File: config.mk
export PLATFORM = sky130hd
export DESIGN_NAME = bus_host_arbiter_flat
export DESIGN_NICKNAME = d
export VERILOG_FILES = /design/src/rtl/bus_host_arbiter_if.sv /design/src/rtl/bus_host_arbiter.sv /design/src/flat_wrapper.sv
export SDC_FILE = /design/constraint.sdc
export NUM_CORES = 1
export LEC_CHECK = 0
export BUFFER_PORTS_ARGS = -buffer_cell sky130_fd_sc_hd__buf_2
export CAP_MARGIN = 15
export CORE_AREA = 2 2 125 127
export DETAILED_ROUTE_END_ITERATION = 8
export DIE_AREA = 0 0 127 129
export PLACE_DENSITY = 0.44
export SYNTH_ARGS = -nofsm -noshare
export SYNTH_HDL_FRONTEND = slang
export SYNTH_SLANG_ARGS = --single-unit
File: constraint.sdc
create_clock -name clk_i -period 4.8 [get_ports clk_i]
set_input_delay 0.24 -clock clk_i [delete_from_list [all_inputs] [get_ports clk_i]]
set_output_delay 0.24 -clock clk_i [all_outputs]
set_load 0.01 [all_outputs]
File: src/rtl/bus_host_arbiter_if.sv
// ---------------------------------------------------------------------------
// bus_host_arbiter_if
// Bundles the upstream host ports and the downstream device port of
// bus_host_arbiter. Signal suffixes (_i/_o) are from the arbiter's point of
// view.
//   modport slave  : arbiter side (takes host requests, drives the device)
//   modport master : environment side (hosts plus device model)
// Host-side fields are packed per host: [NrHosts-1:0][width-1:0].
// ---------------------------------------------------------------------------
interface bus_host_arbiter_if #(
    parameter int NrHosts      = 2,
    parameter int DataWidth    = 32,
    parameter int AddressWidth = 32
);
    // Host side
    logic [NrHosts-1:0]                      host_req_i;
    logic [NrHosts-1:0]                      host_gnt_o;
    logic [NrHosts-1:0][AddressWidth-1:0]    host_addr_i;
    logic [NrHosts-1:0]                      host_we_i;
    logic [NrHosts-1:0][DataWidth/8-1:0]     host_be_i;
    logic [NrHosts-1:0][DataWidth-1:0]       host_wdata_i;
    logic [NrHosts-1:0]                      host_rvalid_o;
    logic [NrHosts-1:0][DataWidth-1:0]       host_rdata_o;
    logic [NrHosts-1:0]                      host_err_o;

    // Device side
    logic                                    dev_req_o;
    logic                                    dev_gnt_i;
    logic [AddressWidth-1:0]                 dev_addr_o;
    logic                                    dev_we_o;
    logic [DataWidth/8-1:0]                  dev_be_o;
    logic [DataWidth-1:0]                    dev_wdata_o;
    logic                                    dev_rvalid_i;
    logic [DataWidth-1:0]                    dev_rdata_i;
    logic                                    dev_err_i;

    // Status
    logic                                    unexpected_rsp_o;

    modport slave (
        input  host_req_i, host_addr_i, host_we_i, host_be_i, host_wdata_i,
        input  dev_gnt_i, dev_rvalid_i, dev_rdata_i, dev_err_i,
        output host_gnt_o, host_rvalid_o, host_rdata_o, host_err_o,
        output dev_req_o, dev_addr_o, dev_we_o, dev_be_o, dev_wdata_o,
        output unexpected_rsp_o
    );

    modport master (
        output host_req_i, host_addr_i, host_we_i, host_be_i, host_wdata_i,
        output dev_gnt_i, dev_rvalid_i, dev_rdata_i, dev_err_i,
        input  host_gnt_o, host_rvalid_o, host_rdata_o, host_err_o,
        input  dev_req_o, dev_addr_o, dev_we_o, dev_be_o, dev_wdata_o,
        input  unexpected_rsp_o
    );
endinterface

File: src/rtl/bus_host_arbiter.sv
// ---------------------------------------------------------------------------
// bus_host_arbiter
// N-host to 1-device arbiter for a req/gnt/rvalid data bus. One host is
// selected per cycle; the grant is passed straight through from the device
// in the same cycle. The index of every granted host is queued in an
// in-order ID FIFO so that each device response is routed back to the host
// that issued the request, also with no added latency.
//
// Ports:
//   clk_i  - system clock
//   rst_i  - synchronous reset, active-high
//   bus    - bus_host_arbiter_if.slave: host req/gnt/addr/we/be/wdata,
//            host rvalid/rdata/err, device req/gnt/addr/we/be/wdata,
//            device rvalid/rdata/err, unexpected_rsp_o pulse
//
// Build option:
//   BUS_ARB_FIXED_PRIO_EN - when defined, fixed priority (lowest host index
//   wins) replaces round-robin and the rotating pointer is removed. The ID
//   FIFO and response routing are the same in both builds.
// ---------------------------------------------------------------------------
module bus_host_arbiter #(
    parameter int NrHosts        = 2,
    parameter int DataWidth      = 32,
    parameter int AddressWidth   = 32,
    parameter int MaxOutstanding = 2
) (
    input  logic              clk_i,
    input  logic              rst_i,
    bus_host_arbiter_if.slave bus
);
    localparam int IdW  = (NrHosts > 1) ? $clog2(NrHosts) : 1;
    localparam int PtrW = (MaxOutstanding > 1) ? $clog2(MaxOutstanding) : 1;
    localparam int CntW = $clog2(MaxOutstanding + 1);
    localparam int BeW  = DataWidth / 8;

    // -----------------------------------------------------------------------
    // Host selection
    // -----------------------------------------------------------------------
    logic [IdW-1:0]              start_ptr;
    logic [NrHosts-1:0][IdW-1:0] cand_idx;
    logic [IdW-1:0]              sel_idx;
    logic                        sel_valid;

`ifdef BUS_ARB_FIXED_PRIO_EN
    // Search always starts at host 0, so the lowest requesting index wins.
    assign start_ptr = '0;
`else
    logic [IdW-1:0] rr_ptr_reg;
    logic [IdW-1:0] rr_ptr_next;
    assign start_ptr = rr_ptr_reg;
`endif

    // cand_idx[k] is the host checked k-th in the search order, i.e.
    // (start_ptr + k) mod NrHosts. Written without '%' so that NrHosts need
    // not be a power of two and no divider is inferred.
    genvar gi;
    generate
        for (gi = 0; gi < NrHosts; gi++) begin : g_cand
            assign cand_idx[gi] = (int'(start_ptr) + gi < NrHosts)
                                ? IdW'(int'(start_ptr) + gi)
                                : IdW'(int'(start_ptr) + gi - NrHosts);
        end
    endgenerate

    always_comb begin
        sel_idx   = '0;
        sel_valid = 1'b0;
        for (int k = 0; k < NrHosts; k++) begin
            if (!sel_valid && bus.host_req_i[cand_idx[k]]) begin
                sel_idx   = cand_idx[k];
                sel_valid = 1'b1;
            end
        end
    end

    // -----------------------------------------------------------------------
    // In-flight ID FIFO
    // -----------------------------------------------------------------------
    logic [IdW-1:0]  id_mem [MaxOutstanding];
    logic [PtrW-1:0] wr_ptr_reg, wr_ptr_next;
    logic [PtrW-1:0] rd_ptr_reg, rd_ptr_next;
    logic [CntW-1:0] count_reg, count_next;
    logic            fifo_full;
    logic            fifo_empty;
    logic [IdW-1:0]  head_id;

    logic            dev_req;
    logic            grant;
    logic            push;
    logic            pop;

    assign fifo_full  = (count_reg == CntW'(MaxOutstanding));
    assign fifo_empty = (count_reg == '0);
    assign head_id    = id_mem[rd_ptr_reg];

    // Full is evaluated on the registered count: a pop in the same cycle
    // does not open a slot until the next cycle.
    assign dev_req = sel_valid && !fifo_full && !rst_i;
    assign grant   = dev_req && bus.dev_gnt_i;
    assign push    = grant;
    assign pop     = bus.dev_rvalid_i && !fifo_empty && !rst_i;

    function automatic logic [PtrW-1:0] ptr_inc(input logic [PtrW-1:0] p);
        return (p == PtrW'(MaxOutstanding - 1)) ? '0 : p + 1'b1;
    endfunction

    always_comb begin
        wr_ptr_next = wr_ptr_reg;
        rd_ptr_next = rd_ptr_reg;
        count_next  = count_reg;
        if (push) begin
            wr_ptr_next = ptr_inc(wr_ptr_reg);
        end
        if (pop) begin
            rd_ptr_next = ptr_inc(rd_ptr_reg);
        end
        case ({push, pop})
            2'b10:   count_next = count_reg + 1'b1;
            2'b01:   count_next = count_reg - 1'b1;
            default: count_next = count_reg;
        endcase
    end

    always_ff @(posedge clk_i) begin
        if (rst_i) begin
            wr_ptr_reg <= '0;
            rd_ptr_reg <= '0;
            count_reg  <= '0;
        end else begin
            wr_ptr_reg <= wr_ptr_next;
            rd_ptr_reg <= rd_ptr_next;
            count_reg  <= count_next;
        end
    end

    // Storage needs no reset: an entry is only read after it was written.
    always_ff @(posedge clk_i) begin
        if (push) begin
            id_mem[wr_ptr_reg] <= sel_idx;
        end
    end

`ifndef BUS_ARB_FIXED_PRIO_EN
    // -----------------------------------------------------------------------
    // Round-robin pointer: moves just past each grantee, so a host that keeps
    // requesting is reached within NrHosts grants.
    // -----------------------------------------------------------------------
    always_comb begin
        rr_ptr_next = rr_ptr_reg;
        if (grant) begin
            rr_ptr_next = (sel_idx == IdW'(NrHosts - 1)) ? '0 : sel_idx + 1'b1;
        end
    end

    always_ff @(posedge clk_i) begin
        if (rst_i) begin
            rr_ptr_reg <= '0;
        end else begin
            rr_ptr_reg <= rr_ptr_next;
        end
    end
`endif

    // -----------------------------------------------------------------------
    // Device-side request mux
    // -----------------------------------------------------------------------
    logic [AddressWidth-1:0] sel_addr;
    logic [DataWidth-1:0]    sel_wdata;
    logic [BeW-1:0]          sel_be;
    logic                    sel_we;

    assign sel_addr  = sel_valid ? bus.host_addr_i[sel_idx]  : '0;
    assign sel_wdata = sel_valid ? bus.host_wdata_i[sel_idx] : '0;
    assign sel_be    = sel_valid ? bus.host_be_i[sel_idx]    : '0;
    assign sel_we    = sel_valid && bus.host_we_i[sel_idx];

    assign bus.dev_req_o   = dev_req;
    assign bus.dev_addr_o  = sel_addr;
    assign bus.dev_wdata_o = sel_wdata;
    assign bus.dev_be_o    = sel_be;
    assign bus.dev_we_o    = sel_we;

    // A response with nothing in flight (e.g. one issued before a reset) is
    // dropped and flagged instead of being routed.
    assign bus.unexpected_rsp_o = bus.dev_rvalid_i && fifo_empty && !rst_i;

    // -----------------------------------------------------------------------
    // Per-host grant and response routing
    // -----------------------------------------------------------------------
    logic [NrHosts-1:0] rsp_hit;

    generate
        for (gi = 0; gi < NrHosts; gi++) begin : g_host
            assign rsp_hit[gi]           = pop && (head_id == IdW'(gi));
            assign bus.host_gnt_o[gi]    = grant && (sel_idx == IdW'(gi));
            assign bus.host_rvalid_o[gi] = rsp_hit[gi];
            assign bus.host_rdata_o[gi]  = rsp_hit[gi] ? bus.dev_rdata_i : '0;
            assign bus.host_err_o[gi]    = rsp_hit[gi] && bus.dev_err_i;
        end
    endgenerate

endmodule

File: src/flat_wrapper.sv
// flat-port wrapper written by rule: the top's interface ports become plain ports
module bus_host_arbiter_flat 
#(
    parameter int NrHosts        = 2,
    parameter int DataWidth      = 32,
    parameter int AddressWidth   = 32,
    parameter int MaxOutstanding = 2
)
  (clk_i, rst_i, bus_host_req_i, bus_host_addr_i, bus_host_we_i, bus_host_be_i, bus_host_wdata_i, bus_dev_gnt_i, bus_dev_rvalid_i, bus_dev_rdata_i, bus_dev_err_i, bus_host_gnt_o, bus_host_rvalid_o, bus_host_rdata_o, bus_host_err_o, bus_dev_req_o, bus_dev_addr_o, bus_dev_we_o, bus_dev_be_o, bus_dev_wdata_o, bus_unexpected_rsp_o);
  bus_host_arbiter_if #(.NrHosts(NrHosts), .DataWidth(DataWidth), .AddressWidth(AddressWidth)) bus_i ();
  input  logic clk_i;
  input  logic rst_i;
  input wire logic [$bits(bus_i.host_req_i)-1:0] bus_host_req_i;
  input wire logic [$bits(bus_i.host_addr_i)-1:0] bus_host_addr_i;
  input wire logic [$bits(bus_i.host_we_i)-1:0] bus_host_we_i;
  input wire logic [$bits(bus_i.host_be_i)-1:0] bus_host_be_i;
  input wire logic [$bits(bus_i.host_wdata_i)-1:0] bus_host_wdata_i;
  input wire logic [$bits(bus_i.dev_gnt_i)-1:0] bus_dev_gnt_i;
  input wire logic [$bits(bus_i.dev_rvalid_i)-1:0] bus_dev_rvalid_i;
  input wire logic [$bits(bus_i.dev_rdata_i)-1:0] bus_dev_rdata_i;
  input wire logic [$bits(bus_i.dev_err_i)-1:0] bus_dev_err_i;
  output wire logic [$bits(bus_i.host_gnt_o)-1:0] bus_host_gnt_o;
  output wire logic [$bits(bus_i.host_rvalid_o)-1:0] bus_host_rvalid_o;
  output wire logic [$bits(bus_i.host_rdata_o)-1:0] bus_host_rdata_o;
  output wire logic [$bits(bus_i.host_err_o)-1:0] bus_host_err_o;
  output wire logic [$bits(bus_i.dev_req_o)-1:0] bus_dev_req_o;
  output wire logic [$bits(bus_i.dev_addr_o)-1:0] bus_dev_addr_o;
  output wire logic [$bits(bus_i.dev_we_o)-1:0] bus_dev_we_o;
  output wire logic [$bits(bus_i.dev_be_o)-1:0] bus_dev_be_o;
  output wire logic [$bits(bus_i.dev_wdata_o)-1:0] bus_dev_wdata_o;
  output wire logic [$bits(bus_i.unexpected_rsp_o)-1:0] bus_unexpected_rsp_o;
  assign bus_i.host_req_i = bus_host_req_i;
  assign bus_i.host_addr_i = bus_host_addr_i;
  assign bus_i.host_we_i = bus_host_we_i;
  assign bus_i.host_be_i = bus_host_be_i;
  assign bus_i.host_wdata_i = bus_host_wdata_i;
  assign bus_i.dev_gnt_i = bus_dev_gnt_i;
  assign bus_i.dev_rvalid_i = bus_dev_rvalid_i;
  assign bus_i.dev_rdata_i = bus_dev_rdata_i;
  assign bus_i.dev_err_i = bus_dev_err_i;
  assign bus_host_gnt_o = bus_i.host_gnt_o;
  assign bus_host_rvalid_o = bus_i.host_rvalid_o;
  assign bus_host_rdata_o = bus_i.host_rdata_o;
  assign bus_host_err_o = bus_i.host_err_o;
  assign bus_dev_req_o = bus_i.dev_req_o;
  assign bus_dev_addr_o = bus_i.dev_addr_o;
  assign bus_dev_we_o = bus_i.dev_we_o;
  assign bus_dev_be_o = bus_i.dev_be_o;
  assign bus_dev_wdata_o = bus_i.dev_wdata_o;
  assign bus_unexpected_rsp_o = bus_i.unexpected_rsp_o;
  bus_host_arbiter #(.NrHosts(NrHosts), .DataWidth(DataWidth), .AddressWidth(AddressWidth), .MaxOutstanding(MaxOutstanding)) u_core (.clk_i(clk_i), .rst_i(rst_i), .bus(bus_i));
endmodule
==> results.cfg, run 1 <==
[status]
run_status = finished clean

[finish]
insertedDiodeCount = 0
post-route-util = 0.266
layout-drive-gt1-share = 0.622
areaGrowthSynthToFinish_pct = 66.9
instances_no_fill = 831
final_nets = 822

[die]
die_area_sq_um = 16400
dieWidth_um = 127
top_level_ports = 318
start_util = 0.159
num_rows = 45
placeableCoreArea_sq_um = 15000
chipHeight_um = 129

[sta]
timing.final.max_slew_violations = 0
setup_tns_ns = 0
post-route-min-period_ns = 3.05
rsz0062_at_grt = false
timing.fmax_mhz = 328
finalCritPeriodShare = 0.636
tightest_slew_ns = 0.760
timing.slew.headroom = 0.493
finalSetupViolations = 0
hold_violations = 0
worst_setup_skew_after_layout_ns = 0.00530

[yosys]
synth_fp_nets = 541
netlist_top_cells_area = sky130_fd_sc_hd__o21ai_2 25%, sky130_fd_sc_hd__and3_1 17%, sky130_fd_sc_hd__nand3_1 14%
synth_top_cell_area_share = 0.250
post_synth_fa_ha_maj_area_fraction = 0.00525
yosysWarningCount = 0
synth_top_family_by_area = simple AND/OR/NAND/NOR gates
post_synthesis_mean_instance_area_sq_um = 6.57
proportion_of_synthesized_chip_area_in_sequential_cells = 0.0756
synth_seq_cells = 8
synth_simple_gate_area_frac = 0.476
post_synth_xor_area_fraction = 0.00735
synth.cell_area_sq_um = 2380
post_synth_inst_count = 363
mux_contribution_to_synthesized_area = 0.0131
synth_compound_area_frac = 0.275
yosys.area.top_type = sky130_fd_sc_hd__o21ai_2
number_of_unique_standard_cell_types_used_by_synthesis = 32

[global_route]
number_of_antenna_violations_at_the_first_check_in_global_routing = 0
grt_first_pass_wirelength_um = 16100
globalRouteOverflowTotal = 0
largest_net_degree_at_the_start_of_global_routing = 73
vias_in_the_first_global_route = 3217
grt_use_total = 0.120

[clock_network]
cts.repair_timing.setup_buffer_count = 0
cts_inserted_buffers = 3
root_buffer = sky130_fd_sc_hd__clkbuf_16
tritoncts_clock_tree = yes
worst_setup_hold_path_clk_slew_ns = 0.04
clock_tree.htree_level_count = 1
clock_insertion_delay_worst_skew_ns = 0.24
cts_buffer_depth = 2
cts_repair_resize_count = 0
cts_hold_repair.buffers = 0
tritoncts_num_sinks = 8

[setup_path]
crit_path_max_fanout = 70
timing.critical_path.to_type = primary output
required_ns = 4.56
worst-r2r-cell-count = 2
worst-endpoint-arrival_ns = 2.81
worstSetupPathType = register to primary output
worst_setup_path_start_kind = register

[route]
antenna_left = 0
route.detailed.vias_per_inst = 4.31
drt_first_pass_iters = 4
route.detailed.drc = 0
postRouteWirelength_um = 11200
wl_per_cell_um = 13.4
via_count = 3579
violation_count_after_the_first_detailed_routing_iteration = 152

[min_path]
hold_depth = 2
min_path_type = input pin to register

[pwr]
cellLeakagePower_nw = 2.49
ir_worst_vdd_mv = 0.0840
cellPowerDensity_nw_per_um2 = 144

[placement]
post-place-cells = 827
portBuffers = 317
gp_congestion = 0.841
dp.final_hpwl_um = 8920

[run]
count_of_maximum_capacitance_violations = 0
-- where the power goes --
| group | switching [W] | leakage (nW) | internal [W] |
|---|---|---|---|
| sequential | 0.00000527 | 0.0677 | 0.0000750 |
| combinational | 0.000197 | 2.38 | 0.000150 |
| clock | 0.0000354 | 0.0382 | 0.000111 |
-- cell usage after synthesis, drive strengths merged --
master and n:
xnor2 1, buf 22, xor2 1, mux2i 2, inv 2, a21oi 3, and3 66, and4 1
mux2 1, a41o 1, and2 1, nand2b 3, o21ai 72, nor3 3, a31oi 1, or3 2
edfxtp 2, nor2 8, clkbuf 24, o2111ai 1, nand3 69, nand2 70, ha 1, dfxtp 6
-- layout make-up --
class / instances / area, sq um
fillers: 1724 / 11000
multi-input cells: 307 / 1860
repair buffers: 322 / 1620
well taps: 188 / 235
flip-flops and latches: 8 / 180
clock buffers: 4 / 78.8
inverters: 2 / 7.51
-- cell families (layout without fill, tap and decap cells) --
family          after synthesis  count (layout)
xor+xnor                      2               2
buf+inv                      48             328
compound gates               78              78
fa+ha+maj                     1               1
mux                           3               3
flops                         8               8
simple gates                223             223
-- cell usage in the layout (no fill, tap or decap), drive strengths merged --
master,synthesis,routed
and3,66,66
a21oi,3,3
xor2,1,1
nand2,70,70
dfxtp,6,6
o21ai,72,72
a41o,1,1
ha,1,1
clkbuf,24,4
and4,1,1
nor3,3,3
o2111ai,1,1
nand3,69,69
and2,1,1
or3,2,2
nor2,8,8
nand2b,3,3
inv,2,2
xnor2,1,1
a31oi,1,1
mux2,1,1
edfxtp,2,2
mux2i,2,2
buf,22,322
-- per-stage QoR --
stage | area, sq um | setup WS, ns | power (W) | hold slack, ns
final | 3980 | 1.75 | 0.000574 | 0.283
after detailed placement | 3900 | 1.94 | 0.000432 | 0.475
after global routing | 3980 | 1.50 | 0.000619 | 0.313
after global placement | 3900 | 1.94 | 0.000436 | 0.478
after floorplan | 2380 | 3.10 | 0.000300 | 0.406
after CTS | 3980 | 1.67 | 0.000582 | 0.296
-- critical path, cell delays in order (launching register included) --
cell and delay (ns):
sky130_fd_sc_hd__dfxtp_1 0.35, sky130_fd_sc_hd__nand2b_4 0.59, sky130_fd_sc_hd__and2_4 0.75, sky130_fd_sc_hd__buf_4 0.55, sky130_fd_sc_hd__o21ai_1 0.13, sky130_fd_sc_hd__buf_2 0.16
-- routing by layer --
layer  wire length, um  part of all wire  track usage
met5                 0                 0            0
met4                92            0.0082       0.0246
met3               969             0.087       0.0245
met2              5680              0.51        0.232
met1              4410              0.40        0.135
-- path summary, 6_finish.rpt --
path	slack, ns	end	from
min	0.28	register	rst_i
max reg2reg	2.75	u_core.id_mem[1]$_DFFE_PP_	u_core.rr_ptr_reg$_SDFFE_PP0N_
min reg2reg	0.49	u_core.wr_ptr_reg$_SDFFE_PP0N_	u_core.wr_ptr_reg$_SDFFE_PP0N_
max	1.75	bus_dev_we_o	u_core.rr_ptr_reg$_SDFFE_PP0N_
(Power assumes the default switching activity.)
==> run 2: changes to the inputs <==
--- a/config.mk
+++ b/config.mk
@@ -7,10 +7,10 @@
 export LEC_CHECK = 0
 export BUFFER_PORTS_ARGS = -buffer_cell sky130_fd_sc_hd__buf_2
 export CAP_MARGIN = 15
-export CORE_AREA = 2 2 125 127
+export CORE_AREA = 2 2 122 124
 export DETAILED_ROUTE_END_ITERATION = 8
-export DIE_AREA = 0 0 127 129
-export PLACE_DENSITY = 0.44
+export DIE_AREA = 0 0 124 126
+export PLACE_DENSITY = 0.47
 export SYNTH_ARGS = -nofsm -noshare
 export SYNTH_HDL_FRONTEND = slang
 export SYNTH_SLANG_ARGS = --single-unit
==> constraint.sdc (replaced) <==
create_clock -name clk_i -period 2.55 [get_ports clk_i]
set_input_delay 0.1275 -clock clk_i [delete_from_list [all_inputs] [get_ports clk_i]]
set_output_delay 0.1275 -clock clk_i [all_outputs]
set_load 0.01 [all_outputs]
==> run 2 against run 1 <==
Sequential cell count unchanged; die area is 4.6% lower; design area is 1.0% higher; utilization is 1.5 points higher; cell count increased by 0.12%; sequential share of layout area is essentially flat; clock-buffer cell count stayed put; largest cell class unchanged.
==> results.cfg, run 2 (synthesis gave the netlist of run 1 again) <==
[global_route]
vias_in_the_first_global_route = 3238
grt_use_total = 0.126
globalRouteOverflowTotal = 0
global_route.usage.met3 = 0.0272
number_of_antenna_violations_at_the_first_check_in_global_routing = 1
grt_first_pass_wirelength_um = 16000
met2_track_utilization_from_global_routing = 0.247
grt_busiest_layer = met2
largest_net_degree_at_the_start_of_global_routing = 72
grt_util_met1 = 0.139

[setup_path]
critical_path.slowest_cell = sky130_fd_sc_hd__dfxtp_1
worst_setup_path_start_kind = register
critical-path-top-delay-family = simple AND/OR/NAND/NOR gates
timing.critical_path.to_type = register
crit_path_max_incr_delay_ns = 0.42
worstSetupPathType = register to register
worst-endpoint-arrival_ns = 2.06
cell_chain_of_the_critical_path = nand2b_1, o2111ai_1, ha_1, or3_1, a21oi_1
crit_path_max_fanout = 5
path_buf_inv = 0
required_ns = 2.71

[clock_network]
cts_repair_resize_count = 0
tritoncts_clock_tree = yes
cts_buffer_depth = 2
worst_setup_hold_path_clk_slew_ns = 0.04
cts_hold_repair.buffers = 0
clock_insertion_delay_worst_skew_ns = 0.23
cts.repair_timing.setup_buffer_count = 0
clock_tree.htree_level_count = 1
root_buffer = sky130_fd_sc_hd__clkbuf_16
tritoncts_num_sinks = 8
cts_inserted_buffers = 3

[status]
run_status = finished clean

[die]
num_rows = 44
dieWidth_um = 124
placeableCoreArea_sq_um = 14300
chipHeight_um = 126
die_area_sq_um = 15600
top_level_ports = 318
start_util = 0.167

[finish]
nFillCells = 1615
final_nets = 826
layout.cells.most_common = sky130_fd_sc_hd__buf_2
areaGrowthSynthToFinish_pct = 68.6
layout.cells.most_common_list = 317 x sky130_fd_sc_hd__buf_2, 70 x sky130_fd_sc_hd__nand2_1, 69 x sky130_fd_sc_hd__nand3_1
layout-drive-gt1-share = 0.624

[route]
violation_count_after_the_first_detailed_routing_iteration = 108
drt_first_pass_iters = 4
via_count = 3671
postRouteWirelength_um = 11200
antenna_left = 0
route.detailed.vias_per_inst = 4.41
wl_per_cell_um = 13.5
route.detailed.drc = 0

[pwr]
ir_worst_vdd_mv = 0.206
combinational_share_of_power = 0.615
power_switching_share = 0.411
total_switching_power_w = 0.000447
cellPowerDensity_nw_per_um2 = 271
cellLeakagePower_nw = 2.51
clkPwrFrac = 0.246
internal-power_w = 0.000641
seqPwrFrac = 0.139

[placement]
portBuffers = 317
gp_congestion = 0.753
dp.final_hpwl_um = 8870

[sta]
tightest_slew_ns = 0.756
timing.slew.headroom = 0.496
timing.fmax_mhz = 527
finalSetupViolations = 0
timing.final.max_slew_violations = 0
final.hold.worst_slack_ns = 0.164
worst_setup_skew_after_layout_ns = 0.00287
setup_tns_ns = 0
finalCritPeriodShare = 0.745
rsz0062_at_grt = false
hold_violations = 0
post-route-min-period_ns = 1.90

[run]
count_of_maximum_capacitance_violations = 0

[min_path]
min_path_type = input pin to register
[run 2: routing by layer]
metal	vias to the layer above	routed length [um]
met2	207	5690
met4	0	61
met3	4	1160
li1	1864	-
met1	1596	4300
met5	-	0
[run 2: worst reg2reg max path: cells and delay by family, from the launching register on]
family,cells,cell delay [ns]
simple gates,2,0.58
compound gates,2,0.43
flops,1,0.42
fa+ha+maj,1,0.41
[run 2: through the flow]
step | utilization | instances | area, sq um | setup WS (ns) | total power, W
2_1_floorplan | - | 363 | 2380 | 0.850 | 0.000564
3_3_place_gp | 0.275 | 827 | 3940 | 0.699 | 0.000836
3_5_place_dp | 0.275 | 827 | 3940 | 0.680 | 0.000829
4_1_cts | 0.281 | 831 | 4020 | 0.613 | 0.00111
5_1_grt | 0.281 | 831 | 4020 | 0.526 | 0.00118
6_report | 0.281 | 832 | 4020 | 0.651 | 0.00109
[run 2: final cells by class]
| cell class | count | area, sq um | share of cell area |
|---|---|---|---|
| timing repair buffer | 326 | 1670 | 0.414 |
| antenna | 1 | 2.50 | 0.000622 |
| tap | 184 | 230 | 0.0572 |
| clock buffer | 4 | 78.8 | 0.0196 |
| inverter | 2 | 7.51 | 0.00187 |
| multi-input combinational | 307 | 1860 | 0.461 |
| sequential | 8 | 180 | 0.0448 |
[run 2: final timing paths]
check                                                      start                               end  slack (ns)  cells past startpoint
worst max-delay path            u_core.count_reg[0]$_SDFFE_PP0P_  u_core.count_reg[1]$_SDFFE_PP0P_        0.65                      5
worst min-delay path                                       rst_i                          register        0.16                      2
worst max register to register  u_core.count_reg[0]$_SDFFE_PP0P_  u_core.count_reg[1]$_SDFFE_PP0P_        0.65                      5
worst min register to register    u_core.wr_ptr_reg$_SDFFE_PP0N_    u_core.wr_ptr_reg$_SDFFE_PP0N_        0.48                      1
[run 2: power by group through the flow]
| stage | Combinational, W | Sequential [W] | Clock (W) |
|---|---|---|---|
| floorplan | 0.000414 | 0.000151 | 0 |
| global placement | 0.000684 | 0.000153 | 0 |
| detailed placement | 0.000677 | 0.000153 | 0 |
| CTS | 0.000680 | 0.000151 | 0.000275 |
| global route | 0.000744 | 0.000153 | 0.000282 |
| finish | 0.000669 | 0.000151 | 0.000268 |
==> run 3: changes to the inputs <==
==> constraint.sdc (replaced) <==
create_clock -name clk_i -period 1.63 [get_ports clk_i]
set_input_delay 0.0815 -clock clk_i [delete_from_list [all_inputs] [get_ports clk_i]]
set_output_delay 0.0815 -clock clk_i [all_outputs]
set_load 0.01 [all_outputs]
==> run 3 against run 2 <==
Clock-buffer cell count stayed put; critical path depth did not move; utilization is 0.65 points higher; global-route usage up 0.34 points; largest cell class unchanged; cell count grew 0.24%; combinational power increased by 63%; worst setup slack lost 0.57 ns; first-iteration DRC count rose by 13%; sequential cell count is the same; die area unchanged; design area is 2.3% higher; sequential share of layout area hardly changed.
==> results.cfg, run 3 (synthesis gave the netlist of run 1 again) <==
[clock_network]
cts_inserted_buffers = 3
clock_insertion_delay_worst_skew_ns = 0.23
tritoncts_clock_tree = yes
root_buffer = sky130_fd_sc_hd__clkbuf_16
clock_tree.htree_level_count = 1
worst_setup_hold_path_clk_slew_ns = 0.04
cts_hold_repair.buffers = 0
tritoncts_num_sinks = 8
cts_buffer_depth = 2

[sta]
timing.slew.headroom = 0.601
finalCritPeriodShare = 0.947
hold_violations = 0
worst_setup_skew_after_layout_ns = 0.000348
post-route-min-period_ns = 1.54
setup_slack_ns = 0.0857
finalSetupViolations = 0
tightest_slew_ns = 0.599
timing.final.max_slew_violations = 0
rsz0062_at_grt = false
setup_tns_ns = 0
timing.fmax_mhz = 648
final.hold.worst_slack_ns = 0.108

[setup_path]
worstSetupPathType = register to primary output
worst-endpoint-arrival_ns = 1.46
required_ns = 1.55
timing.critical_path.to_type = primary output
cell_chain_of_the_critical_path = nand2b_4, and2_4, buf_12, and4_1, buf_2
crit_path_max_fanout = 26
critical_path.slowest_cell = sky130_fd_sc_hd__dfxtp_2
crit_path_max_incr_delay_ns = 0.33
worst_setup_path_start_kind = register

[pwr]
cellLeakagePower_nw = 2.55
combinational_share_of_power = 0.620
ir_worst_vdd_mv = 0.354
power_switching_share = 0.410
internal-power_w = 0.00104
cellPowerDensity_nw_per_um2 = 427
total_switching_power_w = 0.000720
clkPwrFrac = 0.243
seqPwrFrac = 0.136

[die]
placeableCoreArea_sq_um = 14300
die_area_sq_um = 15600
chipHeight_um = 126
top_level_ports = 318
dieWidth_um = 124
num_rows = 44
start_util = 0.167

[global_route]
globalRouteOverflowTotal = 0
number_of_antenna_violations_at_the_first_check_in_global_routing = 0
grt_first_pass_wirelength_um = 16400
largest_net_degree_at_the_start_of_global_routing = 70
vias_in_the_first_global_route = 3371
grt_use_total = 0.129

[route]
violation_count_after_the_first_detailed_routing_iteration = 122
postRouteWirelength_um = 11300
via_count = 3706
route.detailed.drc = 0
wl_met1_um = 4160
drt_first_pass_iters = 4
wl_met3_um = 1080
antenna_left = 0
route.detailed.vias_per_inst = 4.44
wl_per_cell_um = 13.6
route.top_layer_used = met4
met2RoutedLength_um = 5980

[placement]
dp_worst_setup_slack_ns = 0.0634
dp.final_hpwl_um = 8980
gp_congestion = 0.780
portBuffers = 317

[finish]
areaGrowthSynthToFinish_pct = 72.5
layout-drive-gt1-share = 0.634
final_nets = 829
layout.cells.most_common_list = 317 x sky130_fd_sc_hd__buf_2, 70 x sky130_fd_sc_hd__nand2_1, 69 x sky130_fd_sc_hd__nand3_1
insertedDiodeCount = 0
nFillCells = 1624
layout.cells.most_common = sky130_fd_sc_hd__buf_2

[status]
run_status = finished clean

[run]
count_of_maximum_capacitance_violations = 0

[min_path]
min_path_type = input pin to register
-- run 3: cell count changes in the layout (fill, tap and decap cells not counted), sizes merged --
| cell | change |
|---|---|
| buf | +3 |
| diode | -1 |
-- run 3: worst paths after layout --
check,from,endpoint,slack (ns),cells past startpoint
min reg2reg,u_core.wr_ptr_reg$_SDFFE_PP0N_,u_core.wr_ptr_reg$_SDFFE_PP0N_,0.49,1
max reg2reg,u_core.count_reg[0]$_SDFFE_PP0P_,u_core.count_reg[1]$_SDFFE_PP0P_,0.09,5
max,u_core.rr_ptr_reg$_SDFFE_PP0N_,bus_host_gnt_o[1],0.09,5
min,rst_i,u_core.count_reg[1]$_SDFFE_PP0P_,0.11,2
-- run 3: critical path: cells and delay by family, from the launching register on --
family	cells	cell delay, ns
and+or+nand+nor	3	0.54
buffers and inverters	2	0.34
DFF	1	0.33
-- run 3: layout make-up --
type / instances / area, sq um / share of cell area
Multi-Input combinational cell: 307 / 1880 / 0.458
Timing Repair Buffer: 329 / 1730 / 0.421
Tap cell: 184 / 230 / 0.0560
Sequential cell: 8 / 184 / 0.0447
Clock buffer: 4 / 78.8 / 0.0192
Inverter: 2 / 7.51 / 0.00182
-- run 3: timing repair --
item,4_1_cts,5_1_grt
endpoints found under the setup margin,67,71
buffers inserted,0,0
pin swaps,0,1
resized for setup,4,6
-- run 3: power groups by stage --
stage | clock, W | sequential [W] | combinational, W
finish | 0.000427 | 0.000239 | 0.00109
global route | 0.000453 | 0.000242 | 0.00121
CTS | 0.000442 | 0.000236 | 0.00111
detailed placement | 0 | 0.000239 | 0.00110
global placement | 0 | 0.000238 | 0.00110
floorplan | 0 | 0.000237 | 0.000651
-- run 3: layer usage --
metal / vias to the layer above / track usage
li1: 1865 / -
met1: 1639 / 0.133
met2: 196 / 0.270
met3: 6 / 0.0190
met4: 0 / 0.0178
met5: - / 0
-- run 3: stage by stage --
step | area, sq um | util | instances | power, W
after detailed placement | 4000 | 0.280 | 830 | 0.00133
after global routing | 4110 | 0.287 | 834 | 0.00190
final | 4110 | 0.287 | 834 | 0.00176
after CTS | 4100 | 0.286 | 834 | 0.00178
after global placement | 4000 | 0.280 | 830 | 0.00134
after floorplan | 2400 | - | 363 | 0.000888
